File: config.mk
export PLATFORM = sky130hd
export DESIGN_NAME = uart_tx_arbiter
export DESIGN_NICKNAME = d
export VERILOG_FILES = /design/src/rtl/uart_arb_pkg.sv /design/src/rtl/byte_fifo.sv /design/src/rtl/uart_tx_arbiter.sv
export SDC_FILE = /design/constraint.sdc
export NUM_CORES = 1
export LEC_CHECK = 0
export ABC_AREA = 1
export CORE_UTILIZATION = 39
export CTS_CLUSTER_DIAMETER = 30
export DETAILED_ROUTE_END_ITERATION = 10
export HOLD_SLACK_MARGIN = 0.06
export PLACE_DENSITY = 0.63
export SLEW_MARGIN = 10
export SYNTH_ARGS = -nofsm -noshare
export SYNTH_HDL_FRONTEND = slang
export SYNTH_SLANG_ARGS = --single-unit
export TNS_END_PERCENT = 30
File: constraint.sdc
create_clock -name Clock -period 3.4 [get_ports Clock]
set_input_delay 0.68 -clock Clock [delete_from_list [all_inputs] [get_ports Clock]]
set_output_delay 0.68 -clock Clock [all_outputs]
set_load 0.01 [all_outputs]
File: src/rtl/uart_arb_pkg.sv
`default_nettype none
// ============================================================================
// Module      : uart_arb_pkg
// Description : Shared definitions for the two-requester UART TX arbiter:
//               requester count, default per-requester FIFO depth, FIFO entry
//               width ({Last, Data}) and the arbiter FSM state encoding.
// Revision    : 1.0 - initial release
// ============================================================================
package uart_arb_pkg;

    localparam int NUM_REQ            = 2;
    localparam int FIFO_DEPTH_DEFAULT = 4;
    localparam int ENTRY_W            = 9;   // {Last, Data[7:0]}

    typedef enum logic [1:0] {
        ST_IDLE = 2'd0,
        ST_SEND = 2'd1,
        ST_HOLD = 2'd2
    } arb_state_e;

endpackage : uart_arb_pkg
`default_nettype wire

File: src/rtl/byte_fifo.sv
`default_nettype none
// ============================================================================
// Module      : byte_fifo
// Description : Synchronous FIFO, DEPTH entries of WIDTH bits, with
//               full/empty flags and a one-entry-left flag. Head entry is
//               presented combinationally on rdata_o.
// Ports       : clk_i      - clock, rising edge
//               rst_ni     - asynchronous active-low reset (empties FIFO)
//               push_i     - write wdata_i (ignored when full)
//               wdata_i    - entry to write
//               pop_i      - discard head entry (ignored when empty)
//               rdata_o    - head entry
//               full_o     - DEPTH entries stored
//               empty_o    - no entries stored
//               one_left_o - exactly one entry stored
// Revision    : 1.0 - initial release
// ============================================================================
module byte_fifo #(
    parameter int DEPTH = 4,
    parameter int WIDTH = 9
) (
    input  logic             clk_i,
    input  logic             rst_ni,
    input  logic             push_i,
    input  logic [WIDTH-1:0] wdata_i,
    input  logic             pop_i,
    output logic [WIDTH-1:0] rdata_o,
    output logic             full_o,
    output logic             empty_o,
    output logic             one_left_o
);

    localparam int AW = (DEPTH > 1) ? $clog2(DEPTH) : 1;
    localparam logic [AW:0] C_DEPTH = (AW+1)'(DEPTH);
    localparam logic [AW:0] C_ONE   = (AW+1)'(1);

    // Pointers carry one extra wrap bit so full and empty are distinguishable.
    logic [AW:0]      wr_ptr_q;
    logic [AW:0]      rd_ptr_q;
    logic [AW:0]      occ_w;
    logic [WIDTH-1:0] mem_q [DEPTH];
    logic             do_push_w;
    logic             do_pop_w;

    assign occ_w      = wr_ptr_q - rd_ptr_q;
    assign full_o     = (occ_w == C_DEPTH);
    assign empty_o    = (occ_w == '0);
    assign one_left_o = (occ_w == C_ONE);
    assign do_push_w  = push_i && !full_o;
    assign do_pop_w   = pop_i && !empty_o;
    assign rdata_o    = mem_q[rd_ptr_q[AW-1:0]];

    always_ff @(posedge clk_i or negedge rst_ni) begin
        if (!rst_ni) begin
            wr_ptr_q <= '0;
            rd_ptr_q <= '0;
        end else begin
            if (do_push_w) wr_ptr_q <= wr_ptr_q + C_ONE;
            if (do_pop_w)  rd_ptr_q <= rd_ptr_q + C_ONE;
        end
    end

    // Storage needs no reset: stale entries are unreachable once pointers clear.
    always_ff @(posedge clk_i) begin
        if (do_push_w) mem_q[wr_ptr_q[AW-1:0]] <= wdata_i;
    end

endmodule : byte_fifo
`default_nettype wire

File: src/rtl/uart_tx_arbiter.sv
`default_nettype none
// ============================================================================
// Module      : uart_tx_arbiter
// Description : Arbitrates two byte-stream requesters onto one UART
//               transmitter input. Each requester has its own FIFO; whole
//               packets (terminated by Last) are sent without interleaving,
//               with round-robin choice when both have data waiting.
// Ports       : Clock, Reset (async, active-low)
//               Req0Data/Req0Valid/Req0Last/Req0Ready - requester 0 push side
//               Req1Data/Req1Valid/Req1Last/Req1Ready - requester 1 push side
//               DataIn/DataInValid/DataInReady        - UART transmitter side
//               Grant - one-hot owner, Busy - activity indicator
// Revision    : 1.0 - initial release
// ============================================================================
module uart_tx_arbiter
    import uart_arb_pkg::*;
#(
    parameter int FIFO_DEPTH = FIFO_DEPTH_DEFAULT
) (
    input  logic       Clock,
    input  logic       Reset,
    input  logic [7:0] Req0Data,
    input  logic       Req0Valid,
    input  logic       Req0Last,
    output logic       Req0Ready,
    input  logic [7:0] Req1Data,
    input  logic       Req1Valid,
    input  logic       Req1Last,
    output logic       Req1Ready,
    output logic [7:0] DataIn,
    output logic       DataInValid,
    input  logic       DataInReady,
    output logic [1:0] Grant,
    output logic       Busy
);

    arb_state_e         state_q, state_d;
    logic               owner_q, owner_d;   // granted requester index
    logic               rr_q, rr_d;         // preferred requester on contention
    logic               rdy_en_q;           // holds Ready low until first edge out of reset

    logic [ENTRY_W-1:0] head0_w, head1_w, head_w;
    logic               full0_w, full1_w, empty0_w, empty1_w, one0_w, one1_w;
    logic               push0_w, push1_w, pop0_w, pop1_w, xfer_w;
    logic               own_empty_w, own_one_w, own_push_w;

    assign Req0Ready = rdy_en_q && !full0_w;
    assign Req1Ready = rdy_en_q && !full1_w;
    assign push0_w   = Req0Valid && Req0Ready;
    assign push1_w   = Req1Valid && Req1Ready;

    byte_fifo #(.DEPTH(FIFO_DEPTH), .WIDTH(ENTRY_W)) u_fifo0 (
        .clk_i      (Clock),
        .rst_ni     (Reset),
        .push_i     (push0_w),
        .wdata_i    ({Req0Last, Req0Data}),
        .pop_i      (pop0_w),
        .rdata_o    (head0_w),
        .full_o     (full0_w),
        .empty_o    (empty0_w),
        .one_left_o (one0_w)
    );

    byte_fifo #(.DEPTH(FIFO_DEPTH), .WIDTH(ENTRY_W)) u_fifo1 (
        .clk_i      (Clock),
        .rst_ni     (Reset),
        .push_i     (push1_w),
        .wdata_i    ({Req1Last, Req1Data}),
        .pop_i      (pop1_w),
        .rdata_o    (head1_w),
        .full_o     (full1_w),
        .empty_o    (empty1_w),
        .one_left_o (one1_w)
    );

    assign head_w      = owner_q ? head1_w  : head0_w;
    assign own_empty_w = owner_q ? empty1_w : empty0_w;
    assign own_one_w   = owner_q ? one1_w   : one0_w;
    assign own_push_w  = owner_q ? push1_w  : push0_w;

    assign DataInValid = (state_q == ST_SEND);
    assign DataIn      = DataInValid ? head_w[7:0] : 8'h00;
    assign xfer_w      = DataInValid && DataInReady;
    assign pop0_w      = xfer_w && !owner_q;
    assign pop1_w      = xfer_w && owner_q;
    assign Grant       = (state_q == ST_IDLE) ? 2'b00 : (owner_q ? 2'b10 : 2'b01);
    assign Busy        = (state_q != ST_IDLE) || !empty0_w || !empty1_w;

    always_ff @(posedge Clock or negedge Reset) begin
        if (!Reset) begin
            state_q  <= ST_IDLE;
            owner_q  <= 1'b0;
            rr_q     <= 1'b0;
            rdy_en_q <= 1'b0;
        end else begin
            state_q  <= state_d;
            owner_q  <= owner_d;
            rr_q     <= rr_d;
            rdy_en_q <= 1'b1;
        end
    end

    always_comb begin
        state_d = state_q;
        owner_d = owner_q;
        rr_d    = rr_q;
        case (state_q)
            ST_IDLE: begin
                if (!empty0_w && !empty1_w) begin
                    owner_d = rr_q;
                    state_d = ST_SEND;
                end else if (!empty0_w) begin
                    owner_d = 1'b0;
                    state_d = ST_SEND;
                end else if (!empty1_w) begin
                    owner_d = 1'b1;
                    state_d = ST_SEND;
                end
            end
            ST_SEND: begin
                if (xfer_w) begin
                    if (head_w[8]) begin
                        state_d = ST_IDLE;
                        rr_d    = !owner_q;
                    end else if (own_one_w && !own_push_w) begin
                        // Mid-packet underrun: keep ownership, stop presenting.
                        state_d = ST_HOLD;
                    end
                end
            end
            ST_HOLD: begin
                if (!own_empty_w) state_d = ST_SEND;
            end
            default: state_d = ST_IDLE;
        endcase
    end

endmodule : uart_tx_arbiter
`default_nettype wire
* Word-level counts from Yosys, hierarchy flattened *
Memory sizes are Yosys's and may differ from the RTL's.
Cells that the tools add are included.

operators by class
  mux-type cells = 22
  add/sub/neg operators = 6
  eq/ne operators = 11
  reduce and logical (&&, ||, !) cells = 28

operators by type and width
  kind                                                                      number
  2-bit two-way mux                                                         9
  1-bit logical AND                                                         13
  3-bit by 1-bit adder with 3-bit output (second input constant)            4
  1-bit two-way mux                                                         10
  9-bit two-way mux                                                         1
  8-bit two-way mux                                                         1
  3-bit by 1-bit equality test with 1-bit output (second input constant)    2
  3-bit equality test (second input constant)                               2
  1-bit zero test                                                           6
  3-bit zero test                                                           2
  2-bit case mux with 3 select lines                                        1
  3-bit subtractor                                                          2
  4-bit by 3-bit inequality test with 1-bit output (second input constant)  1
  4-bit AND reduction                                                       1
  3-bit by 1-bit inequality test with 1-bit output (second input constant)  1
  3-bit by 2-bit inequality test with 1-bit output (second input constant)  1
  3-bit AND reduction                                                       1
  2-bit by 1-bit equality test with 1-bit output (second input constant)    1
  2-bit equality test (second input constant)                               1
  2-bit zero test                                                           1
  1-bit logical OR                                                          2
  2-bit by 1-bit inequality test with 1-bit output (second input constant)  1
  2-bit inequality test (second input constant)                             1
  2-bit AND reduction                                                       1
  2-bit nonzero test                                                        1

storage, ports and cells
  register bits after elaboration = 17
  word-level logic and storage cells = 77
  input port bits = 23
  memories = 2
  output and inout bits = 14
  memory bits (writable) = 72

memory list
  name           words  width  rd ports  clocked after Yosys merged registers in  write ports  RTL line         source
  u_fifo0.mem_q  4      9      1         0                                        1            byte_fifo.sv:41  logic [WIDTH-1:0] mem_q [DEPTH];
  u_fifo1.mem_q  4      9      1         0                                        1            byte_fifo.sv:41

* Logic depth before layout (Yosys ltp) *
Gate-level depths: netlist of run 1.

  depth after elaboration = 12
  depth in mapped cells = 14
  gate-level depth less buffers = 14

* By module *
Synthesis of run 1 repeated with hierarchy kept, for this count alone.

second synthesis, totals
  cells, all modules = 391
  area, all modules = 4124.0 um2

by module, submodules not included
  module               sequential area each (um2)  times used  area an instance (um2)  cells an instance
  byte_fifo (u_fifo1)  1231.2                      1           1823.0                  150
  byte_fifo (u_fifo0)  1231.2                      1           1791.7                  149
  uart_tx_arbiter      125.1                       1           509.2                   92

* Worst setup path after synthesis of run 1 *
Ideal clock, no wire load.

  kind = register to register
  start point = reg u_fifo0.wr_ptr_q[0]
  end point = mem u_fifo0.mem_q[0][0], enable pin
  data required time = 3026 ps
  setup slack = 1079 ps
  stages on the path, launching flop included = 11
  setup time = 374 ps
  data arrival time = 1947 ps
  period minus slack after synthesis = 2321 ps
  buffers on the path = 0
  cells stage by stage = dfrtp_1 > inv_1 > ha_1 > fa_1 > inv_2 > nand2_1 > nand2_1 > nand2_1 > nand3_2 > nand3_4 > nor2_1

between the ends
  cells in the longest elaborated chain, start to end = 8

ends and longest elaborated chain
  element                                  RTL line                                source
  start: declaration                       byte_fifo.sv:38                         logic [AW:0] wr_ptr_q;
  start signal: assignment                 byte_fifo.sv:58                         if (do_push_w) wr_ptr_q <= wr_ptr_q + C_ONE;
  3-bit subtractor                         byte_fifo.sv:45                         assign occ_w = wr_ptr_q - rd_ptr_q;
  3-bit equality test                      byte_fifo.sv:46                         assign full_o = (occ_w == C_DEPTH);
  1-bit zero test                          byte_fifo.sv:49, uart_tx_arbiter.sv:47
  1-bit logical AND                        uart_tx_arbiter.sv:47                   assign Req0Ready = rdy_en_q && !full0_w;
  1-bit logical AND                        uart_tx_arbiter.sv:49                   assign push0_w = Req0Valid && Req0Ready;
  1-bit logical AND                        byte_fifo.sv:49                         assign do_push_w = push_i && !full_o;
  1-bit two-way mux                        byte_fifo.sv:65                         if (do_push_w) mem_q[wr_ptr_q[AW-1:0]] <= wdata_i;
  1-bit two-way mux (not written as such)  byte_fifo.sv:65
  end: declaration                         byte_fifo.sv:41

Several ways; a longest one is shown, not always the timed one.

* Worst setup path after layout of run 1 *
  start point = reg u_fifo0.wr_ptr_q[0]
  end point = out Busy

between the ends
  cells in the longest elaborated chain, start to end = 5

ends and longest elaborated chain
  element                        RTL line               source
  3-bit subtractor               byte_fifo.sv:45
  3-bit zero test                byte_fifo.sv:47        assign empty_o = (occ_w == '0);
  1-bit zero test                uart_tx_arbiter.sv:87  assign Busy = (state_q != ST_IDLE) || !empty0_w || !empty1_w;
  1-bit logical OR (2 in a row)  uart_tx_arbiter.sv:87
  end: declaration               uart_tx_arbiter.sv:34  output logic Busy

No other way between the ends.

==> results of run 1 <==
-- registers in the layout, indices dropped and copies added, names as in the netlist --
signal,flops
owner_q,1
rdy_en_q,1
rr_q,1
state_q,2
u_fifo0.mem_q,36
u_fifo0.rd_ptr_q,3
u_fifo0.wr_ptr_q,3
u_fifo1.mem_q,36
u_fifo1.rd_ptr_q,3
u_fifo1.wr_ptr_q,3
-- power by group through the flow --
stage	combinational (mW)	clock, mW	sequential (mW)
6_report	1.93	0.729	1.53
5_1_grt	2.18	0.795	1.56
4_1_cts	1.95	0.747	1.53
3_5_place_dp	1.93	0	1.55
3_3_place_gp	1.90	0	1.54
2_1_floorplan	1.39	0	1.51
-- Yosys cell counts, drive strengths merged (2+ instances only) --
master   n  area [µm²]
a21oi    5        25.0
buf     10        67.6
clkbuf   3        12.5
dfrtp   17         425
edfxtp  72        2160
fa       2        40.0
ha      12         150
inv     36         138
nand2   50         200
nand3   20         168
nor2    86         358
o21ai   26         130
o32ai   16         140
xor2     8        70.1
-- repair_timing --
action                                  4_1_cts  5_1_grt
hold buffers                                  0        0
endpoints found under the hold margin         0        0
endpoints found under the setup margin        0        2
resized for setup                             0        1
-- logic make-up after synthesis --
kind of cell             synth area share (%)
AO/OA/AOI/OAI                            7.14
AND/OR/NAND/NOR                          18.0
multiplexers                            0.363
XOR/XNOR                                 1.70
buffers and inverters                    5.48
flip-flops                               62.6
other                                  0.0907
adder cells (fa/ha/maj)                  4.60
-- per-stage QoR --
stage / cell area, µm² / power, mW / hold slack, ns
floorplan: 4130 / 2.90 / 0.384
global placement: 4660 / 3.45 / 0.471
detailed placement: 4660 / 3.48 / 0.519
CTS: 4860 / 4.23 / 0.535
global route: 4860 / 4.53 / 0.565
finish: 4860 / 4.19 / 0.538
-- routing by layer --
layer	wire length [µm]	up-vias
met4	42	0
met2	3840	49
met5	0	-
li1	-	1336
met3	273	2
met1	3860	1266
-- critical path, cell delays in order (launching register included) --
cell	delay, ns
dfrtp_1	0.38
inv_1	0.11
ha_1	0.21
fa_1	0.49
nand2_1	0.05
inv_1	0.13
nand3_4	0.13
nor2_4	0.13
nand2_2	0.06
clkdlybuf4s50_1	0.48
-- cell usage in the layout, fill, tap and decap left out, types with 2 or more instances in the layout --
master / netlist / final
o32ai_1: 16 / 16
dfrtp_1: 17 / 16
xor2_1: 8 / 8
inv_2: 7 / 7
nor2_2: 2 / 2
buf_4: 2 / 10
nor2_1: 80 / 80
nand2_2: 5 / 5
o21ai_0: 26 / 26
fa_1: 2 / 2
nand3_1: 11 / 11
nand3_2: 6 / 6
a21oi_1: 5 / 5
clkinv_2: 0 / 2
clkdlybuf4s50_1: 0 / 36
edfxtp_1: 72 / 72
ha_1: 12 / 12
inv_6: 0 / 2
nand3_4: 3 / 3
inv_1: 28 / 28
clkbuf_8: 0 / 9
nand2_1: 45 / 45
nor2_4: 4 / 4
-- area by class of cell --
cell class,instances,area [µm²],area share (%)
inverter,37,146,3.01
clock inverter,7,76.3,1.57
tap,136,170,3.50
sequential,89,2590,53.3
timing repair buffer,46,435,8.96
clock buffer,9,124,2.55
multi-input combinational,230,1320,27.1
-- how the worst max path moves through the flow --
stage | depth (start not counted) | slack [ns] | to | start
2_1_floorplan | 10 | 1.08 | u_fifo0.mem_q[0][0] | u_fifo0.wr_ptr_q[0]
3_3_place_gp | 9 | 0.56 | Req1Ready | u_fifo1.rd_ptr_q[1]
3_5_place_dp | 9 | 0.51 | Req1Ready | u_fifo1.rd_ptr_q[1]
4_1_cts | 9 | 0.1 | Req1Ready | u_fifo1.rd_ptr_q[1]
5_1_grt | 11 | 0.06 | Req1Ready | u_fifo1.wr_ptr_q[0]
6_report | 9 | 0.21 | Busy | u_fifo0.wr_ptr_q[0]
==> flow_metrics.tcl, run 1 <==
set metrics [dict create \
    status "finished clean" \
    synthCells 369 \
    tns_ns 0 \
    grtUsageMet1_pct 21.7 \
    p_per_area_nw_per_um2 861 \
    yosysWarnings 0 \
    combPwrFrac_pct 46.0 \
    wl_um 8010 \
    antenna_found_initial 0 \
    io_buffers 36 \
    slew_headroom_pct 43.8 \
    clock.fmax_ghz 0.313 \
    gr-usage-met3_pct 3.74 \
    rsz0062_at_grt "false" \
    setup_ws_ns 0.207 \
    rrSetupSlack_ns 1.08 \
    min-delay-start "rr_q" \
    cp_max_fo 5 \
    ys_seq_area_share_pct 62.6 \
    clk_path_buf_depth 2 \
    start_kind "flip-flop" \
    syn_area_um2 4130 \
    grt_pass1_wl_um 13300 \
    via_per_inst 4.79 \
    grt_pass1_vias 2606 \
    cts-root-buf "clkbuf_8" \
    initial_core_util_pct 40.2 \
    layout.nets 450 \
    whs_endpoint "rr_q" \
    maxCapViolations 0 \
    finalHoldViolations 0 \
    fp.dieW_um 105 \
    row_count 37 \
    netSwitchingPower_mw 1.69 \
    dp_cells 538 \
    criticalPathCategory "reg -> out" \
    avgRoutedWirePerCell_um 14.5 \
    internal_power_mw 2.49 \
    endpoint_kind "output port" \
    ant_nets 0 \
    whs_path_depth 2 \
    drt_iter0_markers 145 \
    finalCritPeriodShare_pct 93.9 \
    clock_latency_ns 0.35 \
    synth-edff-count 72 \
    grt_max_degree 22 \
    track_usage_pct 15.8 \
    r2r-end "u_fifo1.mem_q[1][6]" \
    drive_above_1_share_pct 13.6 \
    nFillCells 943 \
    cts_max_level 3 \
    swShare_pct 40.5 \
    worst_slew_pin_slew_ns 0.841 \
    preCtsSetupSlack_ns 0.507 \
    setup_viol 0 \
    numCtsBuffers 9 \
    final_util_pct 47.3 \
    num_vias 2653 \
    r2r_start "u_fifo1.wr_ptr_q[0]" \
    p_leak_nw 1.87 \
    area_growth_pct 17.6 \
    stdcell_count 554 \
    dieArea_um2 11000 \
    antenna_cells 0 \
    clock-sinks 89 \
    synth_cell_type_count 30 \
    synth_ff_type "edfxtp_1" \
    finalClockSkew_ns 0.0170 \
    post_cts_buffers 0 \
    die_h_um 105 \
    grtUsageMet2_pct 25.1 \
    seqPwrFrac_pct 36.5 \
    drt-pass1-iter-count 4 \
    required_ns 2.72 \
    path_clk_slew_ns 0.10 \
    power_frac_clock_pct 17.4 \
    cts_tree "done" \
    dpl.hpwl_um 5340 \
    synthesis.nets 406 \
    rr_worst_depth 11 \
    fin_crit_ns 3.19 \
    maxSlewViolCount 0 \
    overflow 0 \
    cp_data_arrival_time_ns 2.51 \
    irDropWorstVdd_mv 0.414 \
    hold_class "reg -> reg" \
    pin_count 37 \
    synthArstFlopShare_pct 19.1 \
    core_area_um2 10300 \
    drc_errors 0 \
    gp_congestion 0.759 \
    ys_seq_elements 89 \
    syn_area_per_cell_um2 11.2 \
    grt.busiest_layer "met2" \
]
Power figures use the tool's default switching activity.
==> run 2, diff against run 1 <==
--- a/config.mk
+++ b/config.mk
@@ -6,7 +6,9 @@
 export NUM_CORES = 1
 export LEC_CHECK = 0
 export ABC_AREA = 1
+export CORE_MARGIN = 4
 export CORE_UTILIZATION = 39
+export CTS_BUF_LIST = sky130_fd_sc_hd__clkbuf_8
 export CTS_CLUSTER_DIAMETER = 30
 export DETAILED_ROUTE_END_ITERATION = 10
 export HOLD_SLACK_MARGIN = 0.06
==> run 2 against run 1 <==
  * Critical path depth is 2 higher
  * Power is 0.32% higher
  * Worst hold slack got worse by 0.029 ns
  * Highest routed layer unchanged
  * Register-to-register slack lost 0.04 ns
  * Sequential power about the same
  * Non-clock buffer count increased by 1
  * Core utilization fell by 0.13 points
  * Routed wire length is 0.37% lower
  * Via count up 0.60%
  * Clock skew shrank 0.0050 ns
  * Global-route usage down 2.3 points
  * Clock power grew 1%
==> flow_metrics.tcl, run 2 (same netlist as run 1, synthesis figures left out) <==
set metrics [dict create \
    cts_max_level 3 \
    power.total_mw 4.20 \
    pin_count 37 \
    start_kind "flip-flop" \
    irDropWorstVdd_mv 0.434 \
    die_h_um 111 \
    path_clk_slew_ns 0.09 \
    post_cts_resized 0 \
    core_area_um2 10300 \
    antenna_found_initial 0 \
    drt_iter0_markers 94 \
    dpl.hpwl_um 5340 \
    final_cell_mix "80 x nor2_1, 72 x edfxtp_1, 45 x nand2_1" \
    via_per_inst 4.81 \
    grt_pass1_wl_um 13200 \
    grt_max_degree 21 \
    gp_congestion 0.838 \
    numCtsBuffers 9 \
    maxSlewViolCount 0 \
    clock-sinks 89 \
    p_leak_nw 1.87 \
    post_cts_buffers 0 \
    hold_class "reg -> reg" \
    cp-startpoint "u_fifo0.wr_ptr_q[0]" \
    finalClockSkew_ns 0.0120 \
    track_usage_pct 13.5 \
    overflow 0 \
    maxCapViolations 0 \
    ant_nets 0 \
    layout.nets 451 \
    status "finished clean" \
    min-delay-start "rr_q" \
    tns_ns 0 \
    endpoint_kind "output port" \
    r2r_start "u_fifo0.wr_ptr_q[0]" \
    cpPeakStageDelay_ns 0.52 \
    wl_um 7980 \
    worst_slew_pin_slew_ns 0.797 \
    drc_errors 0 \
    area_growth_pct 17.8 \
    avgRoutedWirePerCell_um 14.4 \
    cts_hold_buf 0 \
    p_per_area_nw_per_um2 862 \
    slew_headroom_pct 46.7 \
    crit_chain "inv_1, ha_1, fa_1, inv_2, nand2_1, nand2_1, nand2_1, nand3_2, nand2_1, inv_1, clkdlybuf4s50_1" \
    rsz0062_at_grt "false" \
    finalHoldViolations 0 \
    cp_common_cell "nand2_1" \
    drive_above_1_share_pct 13.4 \
    cp_data_arrival_time_ns 2.52 \
    final_common_cell "nor2_1" \
    antenna_cells 0 \
    cts_tree "done" \
    cp_top_family "buffers and inverters" \
    row_count 37 \
    cp_max_fo 4 \
    dieArea_um2 12300 \
    clock.fmax_ghz 0.312 \
    cp_num_buf_inv 4 \
    required_ns 2.72 \
    fp.dieW_um 111 \
    grt_pass1_vias 2714 \
    initial_core_util_pct 40.0 \
    setup_viol 0 \
    io_buffers 36 \
    nFillCells 924 \
    num_vias 2669 \
    finalCritPeriodShare_pct 94.1 \
    cp_slowest_cell "clkdlybuf4s50_1" \
    clk_path_buf_depth 2 \
    drt-pass1-iter-count 6 \
    fin_crit_ns 3.20 \
    criticalPathCategory "reg -> out" \
    cts-root-buf "clkbuf_8" \
    clock_latency_ns 0.35 \
]
-- run 2: worst paths after layout --
| path | cells past startpoint | slack [ns] | endpoint |
|---|---|---|---|
| worst min register to register | 2 | 0.51 | rr_q |
| min in group asynchronous | 1 | 0.78 | u_fifo0.wr_ptr_q[1] |
| worst max-delay path | 11 | 0.20 | Req0Ready |
| worst max register to register | 10 | 1.04 | u_fifo0.mem_q[3][8] |
| max in group asynchronous | 1 | 2.11 | u_fifo0.wr_ptr_q[2] |
| worst min-delay path | 2 | 0.51 | rr_q |
-- run 2: area by class of cell --
cell class                 instances  area (µm²)  share of cell area (%)
multi-input combinational        230        1320                    27.1
sequential                        89        2590                    53.1
inverter                          37         146                    3.01
clock inverter                     7        78.8                    1.62
timing repair buffer              47         443                    9.10
clock buffer                       9         124                    2.54
tap                              136         170                    3.50
-- run 2: report_power, final --
part | internal (mW) | switching (mW) | leakage [nW] | total, mW
registers | 1.39 | 0.106 | 0.852 | 1.50
logic | 0.760 | 1.20 | 0.918 | 1.96
clock network | 0.347 | 0.392 | 0.103 | 0.739
-- run 2: stage by stage --
step	cell area, µm²	setup WS [ns]	hold WS (ns)	std cells	util, %
final	4870	0.199	0.509	555	47.2
after global routing	4870	0.0323	0.531	555	47.2
after CTS	4870	0.165	0.518	555	47.2
after detailed placement	4670	0.569	0.496	539	45.2
after global placement	4670	0.625	0.468	539	45.2
after floorplan	4130	1.08	0.384	369	-
-- run 2: per-layer routing --
layer	global-route usage [%]	routed length [µm]
met5	0	0
met4	5.34	147
met3	3.00	328
met2	21.8	3820
met1	17.6	3690
-- run 2: worst register-to-register path, delay by kind of cell (launching register included) --
| family | cells | cell delay [ns] |
|---|---|---|
| simple gates | 6 | 0.80 |
| buf+inv | 2 | 0.20 |
| flops | 1 | 0.39 |
| fa+ha+maj | 2 | 0.65 |
==> run 3, diff against run 2 <==
--- a/config.mk
+++ b/config.mk
@@ -7,12 +7,12 @@
 export LEC_CHECK = 0
 export ABC_AREA = 1
 export CORE_MARGIN = 4
-export CORE_UTILIZATION = 39
+export CORE_UTILIZATION = 35
 export CTS_BUF_LIST = sky130_fd_sc_hd__clkbuf_8
 export CTS_CLUSTER_DIAMETER = 30
 export DETAILED_ROUTE_END_ITERATION = 10
 export HOLD_SLACK_MARGIN = 0.06
-export PLACE_DENSITY = 0.63
+export PLACE_DENSITY = 0.58
 export SLEW_MARGIN = 10
 export SYNTH_ARGS = -nofsm -noshare
 export SYNTH_HDL_FRONTEND = slang
==> run 3 against run 2 <==
  * Clock power shrank 14%
  * Fmax shrank 0.81%
  * Via count grew 1.0%
  * Global-route usage is essentially flat
  * Sequential share of layout area grew 0.37 points
  * Core utilization shrank 5.0 points
  * Die area grew 11%
  * Critical path depth shrank 2
  * Combinational power is essentially flat
  * Clock skew grew 0.0078 ns
  * Worst hold slack gained 0.014 ns
  * Critical path type unchanged
  * Largest cell class unchanged
==> flow_metrics.tcl, run 3 (same netlist as run 1, synthesis figures left out) <==
set metrics [dict create \
    clock.fmax_ghz 0.310 \
    clk_path_buf_depth 2 \
    num_vias 2696 \
    grt_pass1_wl_um 13700 \
    required_ns 2.72 \
    clock_latency_ns 0.37 \
    irDropWorstVdd_mv 0.484 \
    final_cell_mix "80 x nor2_1, 72 x edfxtp_1, 45 x nand2_1" \
    fin_crit_ns 3.23 \
    finalHoldViolations 0 \
    finalClockSkew_ns 0.0198 \
    p_leak_nw 1.85 \
    cpPeakStageDelay_ns 0.51 \
    row_count 39 \
    preCtsSetupSlack_ns 0.539 \
    maxCapViolations 0 \
    cp_slowest_cell "fa_1" \
    numCtsBuffers 9 \
    drt-pass1-iter-count 4 \
    grt_max_degree 22 \
    internal_power_mw 2.41 \
    swShare_pct 41.4 \
    cp_top_family "adder cells" \
    slew_headroom_pct 44.3 \
    path_clk_slew_ns 0.10 \
    fp.dieW_um 117 \
    rsz0062_at_grt "false" \
    clock-sinks 89 \
    post_cts_buffers 0 \
    grt_pass1_vias 2671 \
    hold_class "reg -> reg" \
    worst_slew_pin_slew_ns 0.833 \
    setup_viol 0 \
    p_per_area_nw_per_um2 849 \
    io_buffers 36 \
    cp_num_buf_inv 3 \
    final_common_cell "nor2_1" \
    via_per_inst 4.81 \
    avgRoutedWirePerCell_um 14.8 \
    cts-root-buf "clkbuf_8" \
    criticalPathCategory "reg -> out" \
    layout.nets 450 \
    combPwrFrac_pct 47.3 \
    pin_count 37 \
    ant_nets 0 \
    cts_tree "done" \
    area_growth_pct 17.0 \
    power_frac_clock_pct 15.5 \
    antenna_cells 0 \
    tns_ns 0 \
    wl_um 8330 \
    placed_area_um2 4670 \
    endpoint_kind "output port" \
    cts_max_level 3 \
    dpl.hpwl_um 5680 \
    overflow 0 \
    start_kind "flip-flop" \
    cp_max_fo 5 \
    dieArea_um2 13600 \
    antenna_found_initial 0 \
    gp_congestion 0.837 \
    cp_common_cell "inv_1" \
    nFillCells 1080 \
    crit_chain "inv_1, ha_1, fa_1, nand2_1, inv_1, nand3_4, nor2_4, nand2_2, clkdlybuf4s50_1" \
    setup_ws_ns 0.173 \
    cts_hold_buf 0 \
    finalCritPeriodShare_pct 94.9 \
    status "finished clean" \
    maxSlewViolCount 0 \
    die_h_um 117 \
    netSwitchingPower_mw 1.70 \
    track_usage_pct 13.4 \
    drt_iter0_markers 128 \
    drc_errors 0 \
    drive_above_1_share_pct 13.4 \
    power.total_mw 4.11 \
    final_area_um2 4840 \
    final_util_pct 42.2 \
    initial_core_util_pct 36.0 \
    cp_data_arrival_time_ns 2.55 \
    core_area_um2 11500 \
    seqPwrFrac_pct 37.2 \
]
-- run 3: power by group through the flow --
stage	combinational, mW	sequential (mW)	clock, mW
2_1_floorplan	1.39	1.51	0
3_3_place_gp	1.93	1.54	0
3_5_place_dp	1.96	1.55	0
4_1_cts	1.98	1.53	0.657
5_1_grt	2.22	1.56	0.705
6_report	1.94	1.53	0.638
-- run 3: final cells by class --
class	count	area, µm²	share of cell area [%]
sequential	89	2590	53.5
multi-input combinational	230	1320	27.3
timing repair buffer	46	435	9.00
tap	143	179	3.70
inverter	37	146	3.03
clock buffer	9	124	2.56
clock inverter	7	45.0	0.931
-- run 3: path summary, 6_finish.rpt --
kind                                      from                  end  slack [ns]  cells past startpoint
min in group asynchronous                Reset              owner_q        0.78                      1
max reg2reg                u_fifo0.wr_ptr_q[0]  u_fifo0.mem_q[0][8]        1.05                     11
max in group asynchronous                Reset  u_fifo1.rd_ptr_q[1]        2.04                      1
min                                       rr_q                 rr_q        0.52                      2
max                        u_fifo0.wr_ptr_q[0]                 Busy        0.17                      9
min reg2reg                               rr_q                 rr_q        0.52                      2
-- run 3: per-stage QoR --
stage	std cells	hold WS (ns)
floorplan	369	0.384
global placement	545	0.471
detailed placement	545	0.505
CTS	561	0.524
global route	561	0.558
finish	561	0.523
-- run 3: repair_timing --
item                                   4_1_cts  5_1_grt
gates resized for setup                      0        1
endpoints found under the hold margin        0        0
setup endpoints to repair                    0        2
-- run 3: worst min-delay path: cells and delay by family (launching register included) --
kind / cells / cell delay [ns]
flip-flops: 1 / 0.36
AO/OA/AOI/OAI: 1 / 0.07
AND/OR/NAND/NOR: 1 / 0.06
-- run 3: metal layers --
layer / vias to the layer above / GRT usage [%] / wire length [µm]
li1: 1342 / - / -
met1: 1295 / 17.9 / 4040
met2: 47 / 21.2 / 3840
met3: 12 / 3.01 / 296
met4: 0 / 5.73 / 152
met5: - / 0 / 0
